<file path="config.mk">
export PLATFORM = sky130hd
export DESIGN_NAME = if_stage
export DESIGN_NICKNAME = d
export VERILOG_FILES = /design/src/rtl/rv32i_types.sv /design/src/rtl/if_skid_buffer.sv /design/src/rtl/if_stage.sv
export SDC_FILE = /design/constraint.sdc
export NUM_CORES = 1
export LEC_CHECK = 0
export BUFFER_PORTS_ARGS = -buffer_cell sky130_fd_sc_hd__buf_2
export CAP_MARGIN = 20
export CORE_UTILIZATION = 25
export DETAILED_ROUTE_END_ITERATION = 12
export SYNTH_ARGS = -nofsm -noshare
export SYNTH_HDL_FRONTEND = slang
export SYNTH_SLANG_ARGS = --single-unit
</file>
<file path="constraint.sdc">
create_clock -name clk -period 10.5 [get_ports clk]
set_input_delay 1.575 -clock clk [delete_from_list [all_inputs] [get_ports clk]]
set_output_delay 1.575 -clock clk [all_outputs]
set_load 0.02 [all_outputs]
</file>
<file path="src/rtl/rv32i_types.sv">
// Shared RV32I types: opcode enum, fetch FSM states and the fetch packet.
`default_nettype none

package rv32i_types;

  typedef enum logic [6:0] {
    OP_LUI   = 7'b0110111,
    OP_AUIPC = 7'b0010111,
    OP_JAL   = 7'b1101111,
    OP_JALR  = 7'b1100111,
    OP_BR    = 7'b1100011,
    OP_LOAD  = 7'b0000011,
    OP_STORE = 7'b0100011,
    OP_IMM   = 7'b0010011,
    OP_REG   = 7'b0110011,
    OP_CSR   = 7'b1110011
  } rv32i_opcode;

  typedef enum logic [1:0] {
    FETCH = 2'd0,
    HOLD  = 2'd1,
    DROP  = 2'd2
  } fetch_state_e;

  typedef struct packed {
    logic [31:0] pc;
    logic [31:0] instr;
  } fetch_pkt_t;

  localparam logic [31:0] PC_STEP = 32'd4;

  function automatic logic [31:0] align_pc(input logic [31:0] pc);
    return pc & ~32'h0000_0003;
  endfunction

endpackage

`default_nettype wire

</file>
<file path="src/rtl/if_skid_buffer.sv">
// One-entry holding buffer for a fetched pc/instruction pair; flush wins over load.
`default_nettype none

module if_skid_buffer
  import rv32i_types::*;
(
  input  logic       clk,
  input  logic       rst,
  input  logic       flush_i,
  input  logic       load_i,
  input  logic       unload_i,
  input  fetch_pkt_t data_i,
  output fetch_pkt_t data_o,
  output logic       valid_o
);

  logic       valid_q;
  fetch_pkt_t data_q;

  always_ff @(posedge clk or posedge rst) begin
    if (rst) begin
      valid_q <= 1'b0;
      data_q  <= '0;
    end else if (flush_i) begin
      valid_q <= 1'b0;
    end else if (load_i) begin
      valid_q <= 1'b1;
      data_q  <= data_i;
    end else if (unload_i) begin
      valid_q <= 1'b0;
    end
  end

  assign data_o  = data_q;
  assign valid_o = valid_q;

endmodule

`default_nettype wire

</file>
<file path="src/rtl/if_stage.sv">
// Instruction fetch stage: issues word fetches, buffers one instruction under
// decode stall, and flushes on execute-stage redirects.
`default_nettype none

module if_stage
  import rv32i_types::*;
#(
  parameter logic [31:0] RESET_PC = 32'h4000_0000
) (
  input  logic        clk,
  input  logic        rst,
  output logic [31:0] imem_address,
  output logic        imem_read,
  input  logic [31:0] imem_rdata,
  input  logic        imem_resp,
  input  logic        redirect,
  input  logic [31:0] redirect_pc,
  input  logic        stall,
  output logic        if_id_valid,
  output logic [31:0] if_id_pc,
  output logic [31:0] if_id_instr,
  output rv32i_opcode if_id_opcode,
  output logic [2:0]  if_id_funct3,
  output logic [6:0]  if_id_funct7
);

  fetch_state_e state_q, state_d;
  logic [31:0]  fetch_pc_q, fetch_pc_d;
  logic [31:0]  drop_pc_q, drop_pc_d;
  fetch_pkt_t   if_id_q, if_id_d;
  logic         valid_q, valid_d;

  logic       accepting;
  logic       fetch_resp;
  logic       buf_load, buf_unload, buf_flush, buf_valid;
  fetch_pkt_t buf_data;

  assign accepting  = !valid_q || !stall;
  assign fetch_resp = (state_q == FETCH) && imem_resp;

  if_skid_buffer u_skid (
    .clk      (clk),
    .rst      (rst),
    .flush_i  (buf_flush),
    .load_i   (buf_load),
    .unload_i (buf_unload),
    .data_i   ('{pc: fetch_pc_q, instr: imem_rdata}),
    .data_o   (buf_data),
    .valid_o  (buf_valid)
  );

  always_ff @(posedge clk or posedge rst) begin
    if (rst) state_q <= FETCH;
    else     state_q <= state_d;
  end

  always_comb begin
    state_d = state_q;
    case (state_q)
      FETCH: begin
        if (redirect)                     state_d = imem_resp ? FETCH : DROP;
        else if (imem_resp && !accepting) state_d = HOLD;
      end
      HOLD:    if (redirect || !stall) state_d = FETCH;
      DROP:    if (imem_resp)          state_d = FETCH;
      default: state_d = FETCH;
    endcase
  end

  // While a redirected request is still outstanding the old address must stay on the bus.
  always_comb begin
    imem_read    = !rst && (state_q != HOLD);
    imem_address = (state_q == DROP) ? drop_pc_q : fetch_pc_q;
  end

  always_comb begin
    fetch_pc_d = fetch_pc_q;
    drop_pc_d  = drop_pc_q;
    if_id_d    = if_id_q;
    valid_d    = valid_q;
    buf_load   = 1'b0;
    buf_unload = 1'b0;
    buf_flush  = 1'b0;
    if (redirect) begin
      valid_d    = 1'b0;
      buf_flush  = 1'b1;
      fetch_pc_d = align_pc(redirect_pc);
      if ((state_q == FETCH) && !imem_resp) drop_pc_d = fetch_pc_q;
    end else begin
      if (fetch_resp) fetch_pc_d = fetch_pc_q + PC_STEP;
      if (fetch_resp && accepting) begin
        if_id_d = '{pc: fetch_pc_q, instr: imem_rdata};
        valid_d = 1'b1;
      end else if (fetch_resp) begin
        buf_load = 1'b1;
      end else if (buf_valid && !stall) begin
        if_id_d    = buf_data;
        valid_d    = 1'b1;
        buf_unload = 1'b1;
      end else if (valid_q && !stall) begin
        valid_d = 1'b0;
      end
    end
  end

  always_ff @(posedge clk or posedge rst) begin
    if (rst) begin
      fetch_pc_q <= RESET_PC;
      drop_pc_q  <= '0;
      if_id_q    <= '0;
      valid_q    <= 1'b0;
    end else begin
      fetch_pc_q <= fetch_pc_d;
      drop_pc_q  <= drop_pc_d;
      if_id_q    <= if_id_d;
      valid_q    <= valid_d;
    end
  end

  assign if_id_valid  = valid_q;
  assign if_id_pc     = if_id_q.pc;
  assign if_id_instr  = if_id_q.instr;
  assign if_id_opcode = rv32i_opcode'(if_id_q.instr[6:0]);
  assign if_id_funct3 = if_id_q.instr[14:12];
  assign if_id_funct7 = if_id_q.instr[31:25];

endmodule

`default_nettype wire

</file>
Word level (Yosys, flattened, before mapping)
Cells that the tools add are included.
{"block": "word_totals", "in_bits": 69, "out_inout_bits": 115, "regBits": 196, "elab_cells": 72}
{"block": "op_classes", "add_sub_neg": 1, "n_bitwise": 2, "muxes": 28, "eq_ne": 8, "reduce_logical": 24}
{"op": "$mux W64", "n": 3}
{"op": "$mux W32", "n": 3}
{"op": "$add A32 B3 Y32 const B", "n": 1}
{"op": "$mux W1", "n": 16}
{"op": "$mux W2", "n": 5}
{"op": "$logic_and A1 B1 Y1", "n": 7}
{"op": "$pmux W2 S3", "n": 1}
{"op": "$reduce_and A2 Y1", "n": 3}
{"op": "$reduce_and A3 Y1", "n": 2}
{"op": "$logic_not A1 Y1", "n": 5}
{"op": "$ne A2 B1 Y1 const B", "n": 2}
{"op": "$ne A2 B2 Y1 const B", "n": 2}
{"op": "$reduce_bool A2 Y1", "n": 2}
{"op": "$reduce_bool A4 Y1", "n": 1}
{"op": "$ne A3 B2 Y1 const B", "n": 1}
{"op": "$ne A3 B3 Y1 const B", "n": 1}
{"op": "$reduce_bool A3 Y1", "n": 1}
{"op": "$eq A2 B1 Y1 const B", "n": 1}
{"op": "$eq A2 B2 Y1 const B", "n": 1}
{"op": "$logic_not A2 Y1", "n": 1}
{"op": "$logic_or A1 B1 Y1", "n": 2}
{"op": "$not A1 Y1", "n": 2}

Logic depth before layout (Yosys ltp)
{"block": "depth", "word_depth": 9, "mapped_depth": 7, "ltp_nobuf": 5}

By module
Synthesis repeated with hierarchy kept, for this count alone.
{"block": "hier_totals", "cells_unflattened": 718, "hier_area_um2": 9525.4}
{"mod": "if_stage", "area_each_um2": 6780.3, "seq_area_each_um2": 3179.3, "instances": 1, "cells_each": 577}
{"mod": "if_skid_buffer", "area_each_um2": 2745.1, "seq_area_each_um2": 1626.6, "instances": 1, "cells_each": 141}

Worst setup path before layout
Ideal clock, no wire load.
{"block": "synth_timing", "path_type": "in2out", "startpoint": "in rst", "endpoint": "out imem_read", "setup_slack_ns": 7.010, "t_required_ns": 8.925, "t_arrival_ns": 1.915, "cell_stages": 1, "path_buffers": 0, "path_cell_list": "a21oi_1"}
{"block": "synth_between", "elab_chain_len": 2}
{"element": "start, declared", "line_no": "if_stage.sv:11", "text": "input logic rst,"}
{"element": "$logic_not A1 Y1 (no line)"}
{"element": "$logic_and A1 B1 Y1", "line_no": "if_stage.sv:72", "text": "imem_read = !rst && (state_q != HOLD);"}
{"element": "end, declared", "line_no": "if_stage.sv:13", "text": "output logic imem_read,"}
No other way between the ends.

Worst setup path in the final report
{"block": "layout_timing", "startpoint": "in imem_resp", "endpoint": "reg if_id_q (netlist bit if_id_instr[16])"}
{"block": "layout_between", "elab_chain_len": 4, "elab_cells_between_ends": 6, "classes_between": "1 x eq/ne; 1 x mux; 4 x reduce/logical"}
{"element": "start, declared", "line_no": "if_stage.sv:15", "text": "input logic imem_resp,"}
{"element": "$logic_and A1 B1 Y1 (*)", "line_no": "if_stage.sv:39", "text": "assign fetch_resp = (state_q == FETCH) && imem_resp;"}
{"element": "$logic_and A1 B1 Y1", "line_no": "if_stage.sv:91", "text": "if (fetch_resp && accepting) begin"}
{"element": "$ne A2 B1 Y1 (no line) / $reduce_bool A2 Y1 (equally long branches)"}
{"element": "$reduce_and A3 Y1 (no line)"}
{"element": "end signal, assigned", "line_no": "if_stage.sv:115", "text": "if_id_q <= if_id_d;"}
{"element": "end, declared", "line_no": "if_stage.sv:30", "text": "fetch_pkt_t if_id_q, if_id_d;"}
Mark *: on every way between the ends. The rest lies on a longest branch, timed or not.
A chain may end at the register's enable or synchronous reset.

==> results by group <==
Run status
  – Run status: complete, but fails checks
  – Failing checks: design-rule violations

Logic synthesis
  – Post-synthesis instance area: approximately 9100 sq um
  – Largest cells by area after synthesis: dfrtp_1 (51%), mux2_2 (30%), buf_4 (1.9%)
  – Synthesized area per cell: 13.0 sq um
  – Share of cell area taken by muxes after synthesis: 30.3%
  – Fraction of the mapped netlist area in adder cells: 0.138%
  – Number of synthesized flops with an enable pin: 0
  – Synthesis Warnings: 0
  – Primary flip-flop cell chosen by synthesis mapping: dfrtp_1
  – Number of synthesized register bits: 188
  – Simple-gate portion of the synthesized area: under 10%
  – Cell accounting for the most synthesized area: dfrtp_1
  – Async S/R FF share, synth: 100%
  – Largest family of logic cells by synthesized area: multiplexers
  – Number of distinct library cells after synthesis: 52
  – Synth top area share: 51.5%
  – Most common library cells after synthesis: mux2_2 (244), dfrtp_1 (187), nand2_1 (33)
  – Most common cell in the netlist: mux2_2
  – Complex-gate fraction of the synthesized area: 3.74%
  – Xor and xnor fraction of the mapped netlist area: ~1.2%
  – Cell count after synthesis: 698
  – Register area share after synthesis: 51.7%

Floorplanning
  – Top Ports: approximately 180
  – Initial Util: 25.5%
  – Horizontal die dimension: 193 microns
  – Die Outline Area: 37100 sq um
  – Rows: 69
  – Die extent in y: between 150 and 200 microns
  – Std-Cell Core Area: 35700 sq um

Clock network
  – TritonCTS clock tree: built
  – CTS clock-pin slew for the worst setup and hold paths: 70 ps
  – Number of clock buffers inserted by TritonCTS: 17
  – Clock insertion delay at the later pin of the skew report: about 450 ps
  – Buffers from clock root to sink, at most: 2
  – Post-CTS resize count: 0
  – Root Buffer Master: clkbuf_16
  – Number of clock sinks: approximately 190
  – Post-CTS Setup Inserts: 0
  – CTS Hold Bufs: 0
  – Deepest level of the CTS H-tree: 4

GRT
  – First-pass GRT wire length: 34.8 mm
  – Global route overflow: 0
  – Number of global-route vias before repair: 5974
  – Overall global routing resource usage: 12.6%
  – Largest net degree at the start of global routing: around 140
  – Antenna violations before repair: 2

Critical path
  – Slowest-stage cell, CP: a21oi_4
  – Maximum fanout along the worst path: 63
  – Required time at the endpoint of the critical path: 10830 ps
  – Crit path capture type: flip-flop
  – Crit path largest cell delay: 770 ps
  – Beginning of the worst register-to-register path: state_q[0]$_DFFE_PP0P_
  – Category of the worst setup path launch point: input pin
  – Category of the critical setup timing path: input pin to flip-flop
  – Crit path max-delay family: simple AND/OR/NAND/NOR gates
  – Worst path bufs/invs: 2
  – Setup crit start: imem_resp
  – Worst path cell trace: buf_2, nor3b_2, nand2_4, a21oi_4, buf_4, mux2_2
  – Worst endpoint data arrival time: 4650 ps

STA
  – Finish-stage setup viols: 0
  – RSZ-0062 raised after global routing: no
  – Final worst path period need: 4330 ps
  – Min setup slack post-route: 6170 ps
  – Normalized max-slew margin: between 30% and 40%
  – Fin Setup TNS: 0 ps
  – Final-report hold violation count: 0
  – Crit share post-route: 41.2%
  – Final Slew Violations: 0
  – Final setup skew: approximately 11 ps
  – Max Freq: 0.231 GHz
  – Slew at the pin closest to its max-slew limit: 1020 ps

Flow run
  – Max cap viols: 0

Route
  – Vias per Instance: between 4 and 5
  – 1st-pass router iterations: 8
  – Final ANT Viol Nets: 0
  – Routed wire length: 22.8 mm
  – Detailed-route DRC error count: 36
  – Wire per inst: 17.5 microns
  – Initial DRC Count: 205
  – Total via count after detailed routing: 5958

Finish
  – Total number of nets in the final design: roughly 900
  – Final cell area excluding filler cells: 10800 sq um
  – Area growth from synthesis to layout: 18.3%
  – Footprint of the flip-flops and latches: about 4700 sq um
  – Fraction of final layout cells sized beyond drive strength 1: 56.8%
  – Fillers: 3672
  – Area of combinational cells with multiple inputs: 3940 sq um

Power and ir drop
  – Standby leakage power: 0.00478 uW
  – IR drop worst, VDD: 115 uV
  – Cell Pwr Density: 219 nW/um^2

Place
  – Cell area after placement: 10200 sq um
  – Dpl ws: 5230 ps
  – Number of port buffers: 177
  – HPWL after DPL: 14.8 mm
  – Final Wtd Congestion: 0.694

Min path
  – Class of the most critical hold timing path: flip-flop to flip-flop
  – Worst hold path startpoint: if_id_pc[20]$_DFFE_PP0P_
-- through the flow --
step	hold WS (ps)	cells	power, uW	utilization (%)
after floorplan	475	701	1550	-
after global placement	483	1272	1730	28.5
after detailed placement	490	1272	1750	28.5
after CTS	506	1304	2400	30.1
after global routing	521	1305	2500	30.2
final	503	1306	2350	30.2
-- kinds of logic after synthesis --
group	count (synthesis)
AOI/OAI and AO/OA	53
xor gates and xnor gates	12
adders and majority gates	1
buffers and inverters	79
DFF	188
muxes	245
other	1
and+or+nand+nor	119
-- worst reg2reg max path, stage by stage, from the launching register on --
cell and delay (ps):
dfrtp_1 530, nor3b_2 490, nand2_4 680, a21oi_4 780, buf_4 600, mux2_2 420
-- sequential cells by signal, indices dropped and copies added, names as in the netlist --
| register | flops |
|---|---|
| if_id_instr | 32 |
| u_skid.data_o | 62 |
| state_q | 2 |
| if_id_valid | 1 |
| u_skid.valid_o | 1 |
| fetch_pc_q | 30 |
| drop_pc_q | 30 |
| if_id_pc | 30 |
-- metal layers --
metal,up-vias,GRT usage (%),share of wire (%)
met5,-,0,0.035
met4,2,4.54,1.5
met3,19,3.35,4.7
met2,120,20.2,48
met1,3053,16.3,46
li1,2764,-,-
-- worst paths after layout --
| kind | endpoint | slack, ps | cells after the start |
|---|---|---|---|
| setup / recovery | if_id_instr[16]$_DFFE_PP0P_ | 6170 | 6 |
| hold / removal | if_id_pc[20]$_DFFE_PP0P_ | 500 | 1 |
| setup reg to reg | if_id_instr[16]$_DFFE_PP0P_ | 6890 | 5 |
| hold reg to reg | if_id_pc[20]$_DFFE_PP0P_ | 500 | 1 |
| max in group asynchronous | if_id_instr[5]$_DFFE_PP0P_ | 7870 | 3 |
| min in group asynchronous | drop_pc_q[5]$_DFFE_PP0P_ | 1390 | 2 |
-- placed cells by master, fill, tap and decap left out, types with 2 or more instances in the layout --
master | netlist | final
a31o_2 | 2 | 2
mux2_2 | 244 | 244
nand3_1 | 14 | 14
a31oi_1 | 14 | 14
nand4bb_1 | 3 | 3
nor3_1 | 3 | 3
nor4_1 | 7 | 6
or2_2 | 2 | 2
xnor2_1 | 9 | 9
conb_1 | 1 | 4
nor2b_1 | 3 | 3
o31ai_1 | 7 | 7
a21oi_1 | 2 | 2
o21ai_0 | 18 | 18
or4_2 | 2 | 2
clkbuf_16 | 0 | 17
nor2_1 | 15 | 14
inv_8 | 0 | 5
or3_2 | 2 | 2
or4_1 | 7 | 7
inv_6 | 0 | 5
and4_1 | 3 | 3
o211ai_1 | 2 | 2
o311ai_0 | 2 | 2
o41ai_1 | 2 | 2
xor2_1 | 3 | 3
buf_4 | 23 | 6
dfrtp_1 | 187 | 187
clkinvlp_4 | 0 | 4
or3_1 | 5 | 5
buf_2 | 15 | 177
inv_1 | 6 | 5
nand4_1 | 8 | 8
nand2_1 | 33 | 32
-- power breakdown --
part / internal, uW / total (uW) / switching, uW
Clock: 313 / 634 / 321
Sequential: 917 / 1030 / 117
Combinational: 322 / 687 / 365
-- final cells by class --
cell class	count	area share, %
diodes	1	0.0233
clock buffers	18	3.99
clock inverters	14	1.15
inverters	6	0.279
multi-input cells	434	36.6
flip-flops and latches	188	43.7
well taps	461	5.36
repair buffers	184	8.91
Note: power is estimated with default switching activity, not from simulation.
